`src/rtl/ps_serial_loader_if.sv`:
```
// Interface bundling the frame request, element phase words and the
// serial phase-shifter outputs of ps_serial_loader.
// master: the LUT-side driver (start, eout1..5) that observes the outputs.
// slave : the serial loader itself.
interface ps_serial_loader_if;
  logic       start;
  logic [4:0] eout1;
  logic [4:0] eout2;
  logic [4:0] eout3;
  logic [4:0] eout4;
  logic [4:0] eout5;
  logic       ps_sclk;
  logic       ps_sdata;
  logic       ps_le;
  logic       busy;
  logic       done;
  logic       overrun;

  modport master (
    output start, eout1, eout2, eout3, eout4, eout5,
    input  ps_sclk, ps_sdata, ps_le, busy, done, overrun
  );

  modport slave (
    input  start, eout1, eout2, eout3, eout4, eout5,
    output ps_sclk, ps_sdata, ps_le, busy, done, overrun
  );
endinterface

```
`src/rtl/ps_serial_loader.sv`:
```
// ps_serial_loader: captures five 5-bit element phase words on a start
// request, shifts them MSB first (eout1 first) to daisy-chained
// phase-shifter drivers and then pulses a latch enable so every element
// updates together.
//
// Optional feature macro: PS_PARITY_EN
//   defined   -> an odd-parity bit follows each word's LSB (30-bit frame)
//   undefined -> plain 25-bit frame, no parity logic
//
// Bit window timing: each bit is held on ps_sdata for 2*CLK_DIV cycles;
// ps_sclk is low for the first CLK_DIV cycles and high for the rest, so
// data only changes while ps_sclk is low.
module ps_serial_loader #(
  parameter int CLK_DIV   = 4,
  parameter int LE_CYCLES = 2
) (
  input  logic                 sys_clk,
  input  logic                 rst,
  ps_serial_loader_if.slave    bus
);

  localparam int WORD_W = 5;
  localparam int NWORDS = 5;
`ifdef PS_PARITY_EN
  localparam int N = NWORDS * (WORD_W + 1);
`else
  localparam int N = NWORDS * WORD_W;
`endif
  localparam int BIT_W = $clog2(N + 1);
  localparam int DIV_W = (CLK_DIV > 1) ? $clog2(CLK_DIV) : 1;
  localparam int LE_W  = (LE_CYCLES > 1) ? $clog2(LE_CYCLES) : 1;

  localparam logic [BIT_W-1:0] BIT_LAST = BIT_W'(N - 1);
  localparam logic [DIV_W-1:0] DIV_LAST = DIV_W'(CLK_DIV - 1);
  localparam logic [LE_W-1:0]  LE_LAST  = LE_W'(LE_CYCLES - 1);

  typedef enum logic [1:0] {
    S_IDLE  = 2'd0,
    S_SHIFT = 2'd1,
    S_LATCH = 2'd2,
    S_DONE  = 2'd3
  } state_t;

`ifdef PS_PARITY_EN
  // Odd parity: the returned bit makes the word plus parity hold an odd
  // number of ones.
  function automatic logic odd_parity(input logic [WORD_W-1:0] w);
    return ~(^w);
  endfunction
`endif

  state_t           state_q, state_d;
  logic [N-1:0]     shreg_q, shreg_d;
  logic [N-1:0]     frame_s;
  logic [BIT_W-1:0] bit_q, bit_d;
  logic [DIV_W-1:0] div_q, div_d;
  logic [LE_W-1:0]  le_cnt_q, le_cnt_d;
  logic             sclk_q, sclk_d;
  logic             sdata_q, sdata_d;
  logic             le_q, le_d;
  logic             done_q, done_d;
  logic             busy_q, busy_d;

  // Assemble the outgoing frame from the live element words (eout1 first).
  always_comb begin
`ifdef PS_PARITY_EN
    frame_s = {bus.eout1, odd_parity(bus.eout1),
               bus.eout2, odd_parity(bus.eout2),
               bus.eout3, odd_parity(bus.eout3),
               bus.eout4, odd_parity(bus.eout4),
               bus.eout5, odd_parity(bus.eout5)};
`else
    frame_s = {bus.eout1, bus.eout2, bus.eout3, bus.eout4, bus.eout5};
`endif
  end

  // Next-state and output logic for the IDLE/SHIFT/LATCH/DONE sequencer.
  always_comb begin
    state_d  = state_q;
    shreg_d  = shreg_q;
    bit_d    = bit_q;
    div_d    = div_q;
    le_cnt_d = le_cnt_q;
    sclk_d   = sclk_q;
    sdata_d  = sdata_q;
    le_d     = le_q;
    done_d   = 1'b0;
    busy_d   = busy_q;

    case (state_q)
      S_IDLE: begin
        if (bus.start) begin
          // Capture the whole frame now; bit 0 goes straight onto ps_sdata
          // and the remainder waits in the shift register.
          state_d = S_SHIFT;
          sdata_d = frame_s[N-1];
          shreg_d = {frame_s[N-2:0], 1'b0};
          sclk_d  = 1'b0;
          div_d   = '0;
          bit_d   = '0;
          busy_d  = 1'b1;
        end else begin
          busy_d  = 1'b0;
          sclk_d  = 1'b0;
          sdata_d = 1'b0;
          le_d    = 1'b0;
        end
      end

      S_SHIFT: begin
        if (div_q == DIV_LAST) begin
          div_d = '0;
          if (!sclk_q) begin
            // End of the low half: raise ps_sclk, data stays put.
            sclk_d = 1'b1;
          end else if (bit_q == BIT_LAST) begin
            // End of the last high half: park the serial lines and latch.
            state_d  = S_LATCH;
            sclk_d   = 1'b0;
            sdata_d  = 1'b0;
            le_d     = 1'b1;
            le_cnt_d = '0;
          end else begin
            // End of a high half: drop ps_sclk and present the next bit.
            bit_d   = bit_q + 1'b1;
            sclk_d  = 1'b0;
            sdata_d = shreg_q[N-1];
            shreg_d = {shreg_q[N-2:0], 1'b0};
          end
        end else begin
          div_d = div_q + 1'b1;
        end
      end

      S_LATCH: begin
        if (le_cnt_q == LE_LAST) begin
          state_d  = S_DONE;
          le_d     = 1'b0;
          done_d   = 1'b1;
          le_cnt_d = '0;
        end else begin
          le_cnt_d = le_cnt_q + 1'b1;
        end
      end

      S_DONE: begin
        // Counters are cleared on the way back to IDLE.
        state_d  = S_IDLE;
        busy_d   = 1'b0;
        bit_d    = '0;
        div_d    = '0;
        le_cnt_d = '0;
        shreg_d  = '0;
      end

      default: begin
        state_d  = S_IDLE;
        busy_d   = 1'b0;
        sclk_d   = 1'b0;
        sdata_d  = 1'b0;
        le_d     = 1'b0;
        bit_d    = '0;
        div_d    = '0;
        le_cnt_d = '0;
        shreg_d  = '0;
      end
    endcase
  end

  // State and datapath registers; reset aborts any frame in flight.
  always_ff @(posedge sys_clk or posedge rst) begin
    if (rst) begin
      state_q  <= S_IDLE;
      shreg_q  <= '0;
      bit_q    <= '0;
      div_q    <= '0;
      le_cnt_q <= '0;
      sclk_q   <= 1'b0;
      sdata_q  <= 1'b0;
      le_q     <= 1'b0;
      done_q   <= 1'b0;
      busy_q   <= 1'b0;
    end else begin
      state_q  <= state_d;
      shreg_q  <= shreg_d;
      bit_q    <= bit_d;
      div_q    <= div_d;
      le_cnt_q <= le_cnt_d;
      sclk_q   <= sclk_d;
      sdata_q  <= sdata_d;
      le_q     <= le_d;
      done_q   <= done_d;
      busy_q   <= busy_d;
    end
  end

  assign bus.ps_sclk  = sclk_q;
  assign bus.ps_sdata = sdata_q;
  assign bus.ps_le    = le_q;
  assign bus.busy     = busy_q;
  assign bus.done     = done_q;
  // overrun must flag the very cycle the stray start arrives, so it is a
  // gate of the registered busy flag with the live request.
  assign bus.overrun  = bus.start & busy_q;

endmodule

```
`src/flat_wrapper.sv`:
```
// flat-port wrapper written by rule: the top's interface ports become plain ports
module ps_serial_loader_flat 
#(
  parameter int CLK_DIV   = 4,
  parameter int LE_CYCLES = 2
)
  (sys_clk, rst, bus_start, bus_eout1, bus_eout2, bus_eout3, bus_eout4, bus_eout5, bus_ps_sclk, bus_ps_sdata, bus_ps_le, bus_busy, bus_done, bus_overrun);
  ps_serial_loader_if bus_i ();
  input  logic sys_clk;
  input  logic rst;
  input wire logic [$bits(bus_i.start)-1:0] bus_start;
  input wire logic [$bits(bus_i.eout1)-1:0] bus_eout1;
  input wire logic [$bits(bus_i.eout2)-1:0] bus_eout2;
  input wire logic [$bits(bus_i.eout3)-1:0] bus_eout3;
  input wire logic [$bits(bus_i.eout4)-1:0] bus_eout4;
  input wire logic [$bits(bus_i.eout5)-1:0] bus_eout5;
  output wire logic [$bits(bus_i.ps_sclk)-1:0] bus_ps_sclk;
  output wire logic [$bits(bus_i.ps_sdata)-1:0] bus_ps_sdata;
  output wire logic [$bits(bus_i.ps_le)-1:0] bus_ps_le;
  output wire logic [$bits(bus_i.busy)-1:0] bus_busy;
  output wire logic [$bits(bus_i.done)-1:0] bus_done;
  output wire logic [$bits(bus_i.overrun)-1:0] bus_overrun;
  assign bus_i.start = bus_start;
  assign bus_i.eout1 = bus_eout1;
  assign bus_i.eout2 = bus_eout2;
  assign bus_i.eout3 = bus_eout3;
  assign bus_i.eout4 = bus_eout4;
  assign bus_i.eout5 = bus_eout5;
  assign bus_ps_sclk = bus_i.ps_sclk;
  assign bus_ps_sdata = bus_i.ps_sdata;
  assign bus_ps_le = bus_i.ps_le;
  assign bus_busy = bus_i.busy;
  assign bus_done = bus_i.done;
  assign bus_overrun = bus_i.overrun;
  ps_serial_loader #(.CLK_DIV(CLK_DIV), .LE_CYCLES(LE_CYCLES)) u_core (.sys_clk(sys_clk), .rst(rst), .bus(bus_i));
endmodule
```
`config.mk`:
```
export PLATFORM = sky130hd
export DESIGN_NAME = ps_serial_loader_flat
export DESIGN_NICKNAME = d
export VERILOG_FILES = /design/src/rtl/ps_serial_loader_if.sv /design/src/rtl/ps_serial_loader.sv /design/src/flat_wrapper.sv
export SDC_FILE = /design/constraint.sdc
export NUM_CORES = 1
export LEC_CHECK = 0
export CAP_MARGIN = 20
export CELL_PAD_IN_SITES_DETAIL_PLACEMENT = 1
export CELL_PAD_IN_SITES_GLOBAL_PLACEMENT = 2
export CORE_ASPECT_RATIO = 2
export CORE_MARGIN = 4
export CORE_UTILIZATION = 36
export CTS_CLUSTER_SIZE = 40
export DETAILED_ROUTE_END_ITERATION = 10
export PLACE_DENSITY = 0.87
export SLEW_MARGIN = 30
export SYNTH_ARGS = -nofsm -noshare
export SYNTH_HDL_FRONTEND = slang
export SYNTH_SLANG_ARGS = --single-unit
export TNS_END_PERCENT = 100
```
`constraint.sdc`:
```
create_clock -name sys_clk -period 3.1 [get_ports sys_clk]
set_clock_uncertainty 0.15 [all_clocks]
set_input_delay 0.93 -clock sys_clk [delete_from_list [all_inputs] [get_ports sys_clk]]
set_output_delay 0.93 -clock sys_clk [all_outputs]
set_load 0.05 [all_outputs]
```
==> impl_metrics.csv, run 1 <==
group,metric,value,unit
synthesis,syn-instance-count,210,
synthesis,async_reset_ff_share,100,%
timing,fmax,0.347,GHz
route,drtIter0Drc,66,
power_and_ir_drop,ir_drop,0.000246,V
hold_path,min_from,"u_core.bus.ps_le",
worst_setup_path,cp-start-kind,"input port",
timing,final_hold_viol_count,0,
cells_and_area,nNetsFinal,282,
job,maxCapViolations,0,
worst_setup_path,crit_type,"input port to primary output",
synthesis,synth_top_cell_by_area,"dfrtp_1",
route,wirelength,4810,um
grt,antenna_found_initial,0,
floorplanning,initial_utilization,37.3,%
timing,final_max_slew_viol_count,0,
timing,tightest_slew,509,ps
cells_and_area,post-route-util,47.9,%
synthesis,syn_area_per_cell,10.2,um2
worst_setup_path,crit_required,2020,ps
floorplanning,ios,34,
grt,grt.overflow.total,0,
clocking,cts.htree.levels,2,
synthesis,ys_seq_area_share,45.4,%
worst_setup_path,endpoint_kind,"primary output",
cells_and_area,area_growth,28.3,%
clocking,clk-insertion-delay-late,280,ps
timing,grt_setup_unrepaired,"no",
status,status,"finished, final reports clean",
clocking,cts_tree,"yes",
route,ant_nets,0,
hold_path,hold_depth,1,
timing,fin_tns_setup,0,ps
synthesis,synth_top_cells_by_area,"dfrtp_1 45%, mux2i_1 9.8%, nor3b_1 6.6%",
route,dr.pass1.iters,3,
route,vias,1608,
placement,place_ws,178,ps
worst_setup_path,reg2reg_from,"u_core.state_q[0]",
grt,grt_pass1_vias,1729,
timing,holdWs,352,ps
synthesis,synth_nets,247,
route,via_per_inst,5.24,
timing,setup_slack,222,ps
clocking,numCtsBuffers,5,
clocking,post_cts_buffers,0,
cells_and_area,final-instance-count-excl-fill,307,
clocking,clk_pin_slew,60,ps
clocking,hold_buffers,0,
synthesis,ys_types,35,
synthesis,synth_seq_cells,39,
timing,post-route-period-util,92.8,%
synthesis,syn-cell-area,0.00215,mm2
power_and_ir_drop,p_leak,1.38,nW
timing,setup-violations-final,0,
grt,grt_pass1_wl,8260,um
placement,place_hpwl,3450,um
floorplanning,die_height,117,um
worst_setup_path,cp.arrival,1800,ps
clocking,cts_sinks,39,
synthesis,synth_edf_count,0,
synthesis,yosys_warnings,0,
hold_path,hp-class,"flop to flop",
cells_and_area,drive_gt1_share,11.4,%
hold_path,hold_end,"u_core.bus.ps_le",
grt,grt_max_degree,40,
synthesis,dominantRegCellSynth,"dfrtp_1",
worst_setup_path,worstReg2RegEnd,"u_core.shreg_q[4]",
clocking,post_cts_resized,0,
synthesis,synth_common_cells,"39 x dfrtp_1, 26 x inv_1, 22 x a21oi_1",
grt,grtUsageTotal,14.4,%
clocking,cts-root-buf,"clkbuf_16",
route,drcViolationCount,0,
synthesis,yosys.area.top_type_share,45.4,%
timing,fin_crit,2880,ps
placement,dp.cells,299,
cells_and_area,num_antenna_cells,0,
power_and_ir_drop,p_per_area,444,mW/mm2
placement,place_congestion,0.730,
worst_setup_path,critPathMaxFanout,5,
placement,numPortBuffers,33,
cells_and_area,final_area,0.00276,mm2
cells_and_area,fill_cells,635,
floorplanning,chipWidth,62.6,um
worst_setup_path,reg2reg_depth,7,
power_and_ir_drop,power,1.22,mW
synthesis,yosysMostFrequentCell,"dfrtp_1",
floorplanning,rows,39,
floorplanning,core_area,0.00576,mm2
timing,slew_headroom,66.1,%
clocking,clk_path_buf_depth,2,
worst_setup_path,reg2reg_slack,730,ps
placement,place_area,0.00256,mm2
worst_setup_path,cp-startpoint,"bus_start",
route,wl_per_cell,15.7,um
floorplanning,dieArea,0.00735,mm2
-- critical path, stage by stage --
cell and delay [ps]:
clkdlybuf4s50_1 530, and2_1 190, buf_12 140
-- routing by layer --
metal	global-route usage (%)	part of all wire [%]	routed length, um	vias to the layer above
met4	6.64	2.0	94	0
met2	26.0	55	2630	23
li1	-	-	-	790
met5	0	0	0	-
met3	3.44	3.7	177	7
met1	15.8	40	1900	788
-- logic make-up after synthesis --
logic type	count (synthesis)	synth area share [%]
multiplexers	28	13.6
adder cells (fa/ha/maj)	9	5.24
AND/OR/NAND/NOR	54	15.5
AO/OA/AOI/OAI	42	12.2
buffers and inverters	37	7.57
XOR/XNOR	1	0.408
flip-flops	39	45.4
-- how the worst max path moves through the flow --
stage | to | slack (ps) | cells after the start
after floorplan | bus_overrun | 680 | 1
final | bus_overrun | 220 | 3
after global routing | bus_overrun | 170 | 3
after global placement | bus_overrun | 210 | 3
after CTS | bus_overrun | 210 | 3
after detailed placement | u_core.shreg_q[8] | 180 | 6
-- power breakdown --
group / internal (mW) / switching [mW]
sequential: 0.509 / 0
combinational: 0.0336 / 0.0146
clock: 0.461 / 0.205
total: 1.00 / 0.220
-- sequential cells by signal (all words and copies together) (netlist names) --
name	count
u_core.bus.busy	1
u_core.bus.ps_sdata	1
u_core.bus.done	1
u_core.bus.ps_sclk	1
u_core.le_cnt_q	1
u_core.div_q	2
u_core.state_q	2
u_core.bit_q	5
u_core.shreg_q	24
u_core.bus.ps_le	1
-- layout by cell type, fill, tap and decap left out, drive strengths merged, types with 2 or more instances in the layout --
cell type	n
nor3b	19
bufinv	2
dfrtp	39
clkdlybuf4s50	32
and2	2
mux2	7
nor2b	3
o21ai	5
inv	26
nand2	9
a21oi	22
a22o	6
o21bai	2
ha	9
nor3	2
mux2i	21
clkbuf	5
buf	7
nor2	9
or4	2
nand3	5
-- final cells by class --
cell class,instances,area (um2),share of cell area (%)
timing repair buffer,39,398,14.4
clock buffer,5,125,4.54
inverter,26,97.6,3.54
clock inverter,3,67.6,2.45
tap,61,76.3,2.77
multi-input combinational,134,1020,36.9
sequential,39,976,35.4
(Power assumes the default switching activity.)
==> run 2, diff against run 1 <==
- CORE_ASPECT_RATIO: 2 -> not set
- CORE_UTILIZATION: 36 -> 43
- DONT_BUFFER_PORTS: not set -> 1
- PLACE_DENSITY: 0.87 -> 0.88
==> run 2 against run 1 <==
Against the previous run: total power down 15%; critical path depth down 2; via count down 4.5%; count of clock-buffer cells in the layout unchanged; utilization up 1.5 points; non-clock buffer count down 33; final area down 14%; hold slack better by 9.8 ps; clock power down 23%; highest routed layer unchanged.
==> impl_metrics.csv, run 2 (same netlist as run 1, synthesis figures left out) <==
group,metric,value,unit
status,status,"finished, final reports clean",
timing,final_max_slew_viol_count,0,
cells_and_area,final-instance-count-excl-fill,280,
floorplanning,ios,34,
placement,dp.cells,272,
worst_setup_path,crit_chain,"and2_1",
route,wl_per_cell,17.0,um
route,wirelength,4770,um
timing,post-route-period-util,84.1,%
clocking,cts_tree,"yes",
timing,tightest_slew,825,ps
timing,final_hold_viol_count,0,
placement,numPortBuffers,0,
clocking,post_cts_buffers,0,
floorplanning,core_area,0.00479,mm2
worst_setup_path,crit_slowest_cell,"dfrtp_1",
timing,grt_setup_unrepaired,"no",
timing,fin_tns_setup,0,ps
worst_setup_path,cpLargestDelayFamily,"flip-flops",
floorplanning,dieArea,0.00619,mm2
clocking,cts_sinks,39,
cells_and_area,nNetsFinal,249,
clocking,clk_path_buf_depth,2,
clocking,hold_buffers,0,
cells_and_area,area_growth,9.95,%
grt,grt.overflow.total,0,
grt,grt_pass1_wl,7940,um
clocking,cts-root-buf,"clkbuf_8",
route,drtIter0Drc,47,
power_and_ir_drop,power,1.04,mW
clocking,clk-insertion-delay-late,290,ps
worst_setup_path,crit_required,2020,ps
worst_setup_path,cp.arrival,1530,ps
clocking,clk_pin_slew,80,ps
worst_setup_path,endpoint_kind,"primary output",
worst_setup_path,crit_path_max_incr_delay,680,ps
route,drcViolationCount,0,
grt,grt_pass1_vias,1623,
job,maxCapViolations,0,
floorplanning,die_height,78.7,um
floorplanning,chipWidth,78.7,um
cells_and_area,reg.largest.list,"u_core.shreg_q x24, u_core.bit_q x5",
route,dr.pass1.iters,4,
timing,fmax,0.384,GHz
grt,grtUsageTotal,16.2,%
power_and_ir_drop,p_per_area,438,mW/mm2
floorplanning,rows,25,
timing,fin_crit,2610,ps
cells_and_area,drive_gt1_share,12.7,%
timing,slew_headroom,45.0,%
hold_path,hp-class,"flop to flop",
worst_setup_path,cp-start-kind,"flop",
clocking,cts.htree.levels,2,
power_and_ir_drop,ir_drop,0.000246,V
cells_and_area,largest_reg_flops,24,
placement,place_hpwl,3380,um
worst_setup_path,worst-path-buf-inv,0,
route,ant_nets,0,
cells_and_area,top_register,"u_core.shreg_q",
worst_setup_path,critPathMaxFanout,3,
placement,place_congestion,0.780,
clocking,post_cts_resized,0,
worst_setup_path,crit_type,"flop to primary output",
grt,grt_max_degree,40,
placement,place_ws,495,ps
cells_and_area,num_antenna_cells,0,
cells_and_area,final_cell_mix,"39 x dfrtp_1, 26 x inv_1, 22 x a21oi_1, 21 x mux2i_1, 19 x nor3b_1",
power_and_ir_drop,p_leak,1.22,nW
route,via_per_inst,5.49,
grt,antenna_found_initial,0,
clocking,numCtsBuffers,5,
timing,setup-violations-final,0,
cells_and_area,final_common_cell,"dfrtp_1",
timing,setup_slack,494,ps
route,vias,1536,
floorplanning,initial_utilization,44.9,%
-- run 2: cell types whose count changed in the layout (fill, tap and decap cells not counted) --
cell / delta
clkbuf_16: -5
clkbuf_8: +5
o21bai_4: +1
clkdlybuf4s50_1: -32
o21bai_2: -1
buf_4: +1
buf_12: -2
-- run 2: final timing paths --
check | cells after the start | to | slack [ps] | start
setup / recovery | 1 | bus_overrun | 490 | u_core.bus.busy
max in group asynchronous | 2 | u_core.bus.ps_le | 1960 | rst
hold / removal | 1 | u_core.bus.done | 360 | u_core.le_cnt_q
hold reg to reg | 1 | u_core.bus.done | 360 | u_core.le_cnt_q
min in group asynchronous | 2 | u_core.le_cnt_q | 490 | rst
setup reg to reg | 7 | u_core.shreg_q[14] | 530 | u_core.state_q[0]
-- run 2: worst register-to-register path: cells and delay by family, from the launching register on --
family          cells  cell delay (ps)
fa+ha+maj           1              260
buf+inv             2              470
mux                 1              240
flops               1              430
compound gates      2              660
simple gates        1              270
-- run 2: area by class of cell --
type / count / area, um2
Fill cell: 554 / 2420
Clock inverter: 3 / 67.6
Sequential cell: 39 / 976
Timing Repair Buffer: 6 / 45.0
Inverter: 26 / 97.6
Tap cell: 67 / 83.8
Clock buffer: 5 / 68.8
Multi-Input combinational cell: 134 / 1020
-- run 2: where the power goes --
part / total [mW] / internal, mW / switching (mW)
sequential: 0.508 / 0.508 / 0
clock: 0.514 / 0.321 / 0.192
combinational: 0.0146 / 0.00461 / 0.0100
total: 1.04 / 0.834 / 0.202
-- run 2: routing by layer --
layer / share of wire [%] / GRT usage, %
met5: 0 / 0
met4: 1.0 / 3.67
met1: 46 / 20.8
met3: 3.4 / 3.74
met2: 50 / 27.7
-- run 2: through the flow --
stage | utilization, % | hold WS, ps | instance area (um2)
6_report | 49.4 | 362 | 2360
5_1_grt | 49.4 | 380 | 2360
4_1_cts | 49.4 | 373 | 2360
3_5_place_dp | 46.5 | 353 | 2230
3_3_place_gp | 46.4 | 340 | 2220
2_1_floorplan | - | 306 | 2150
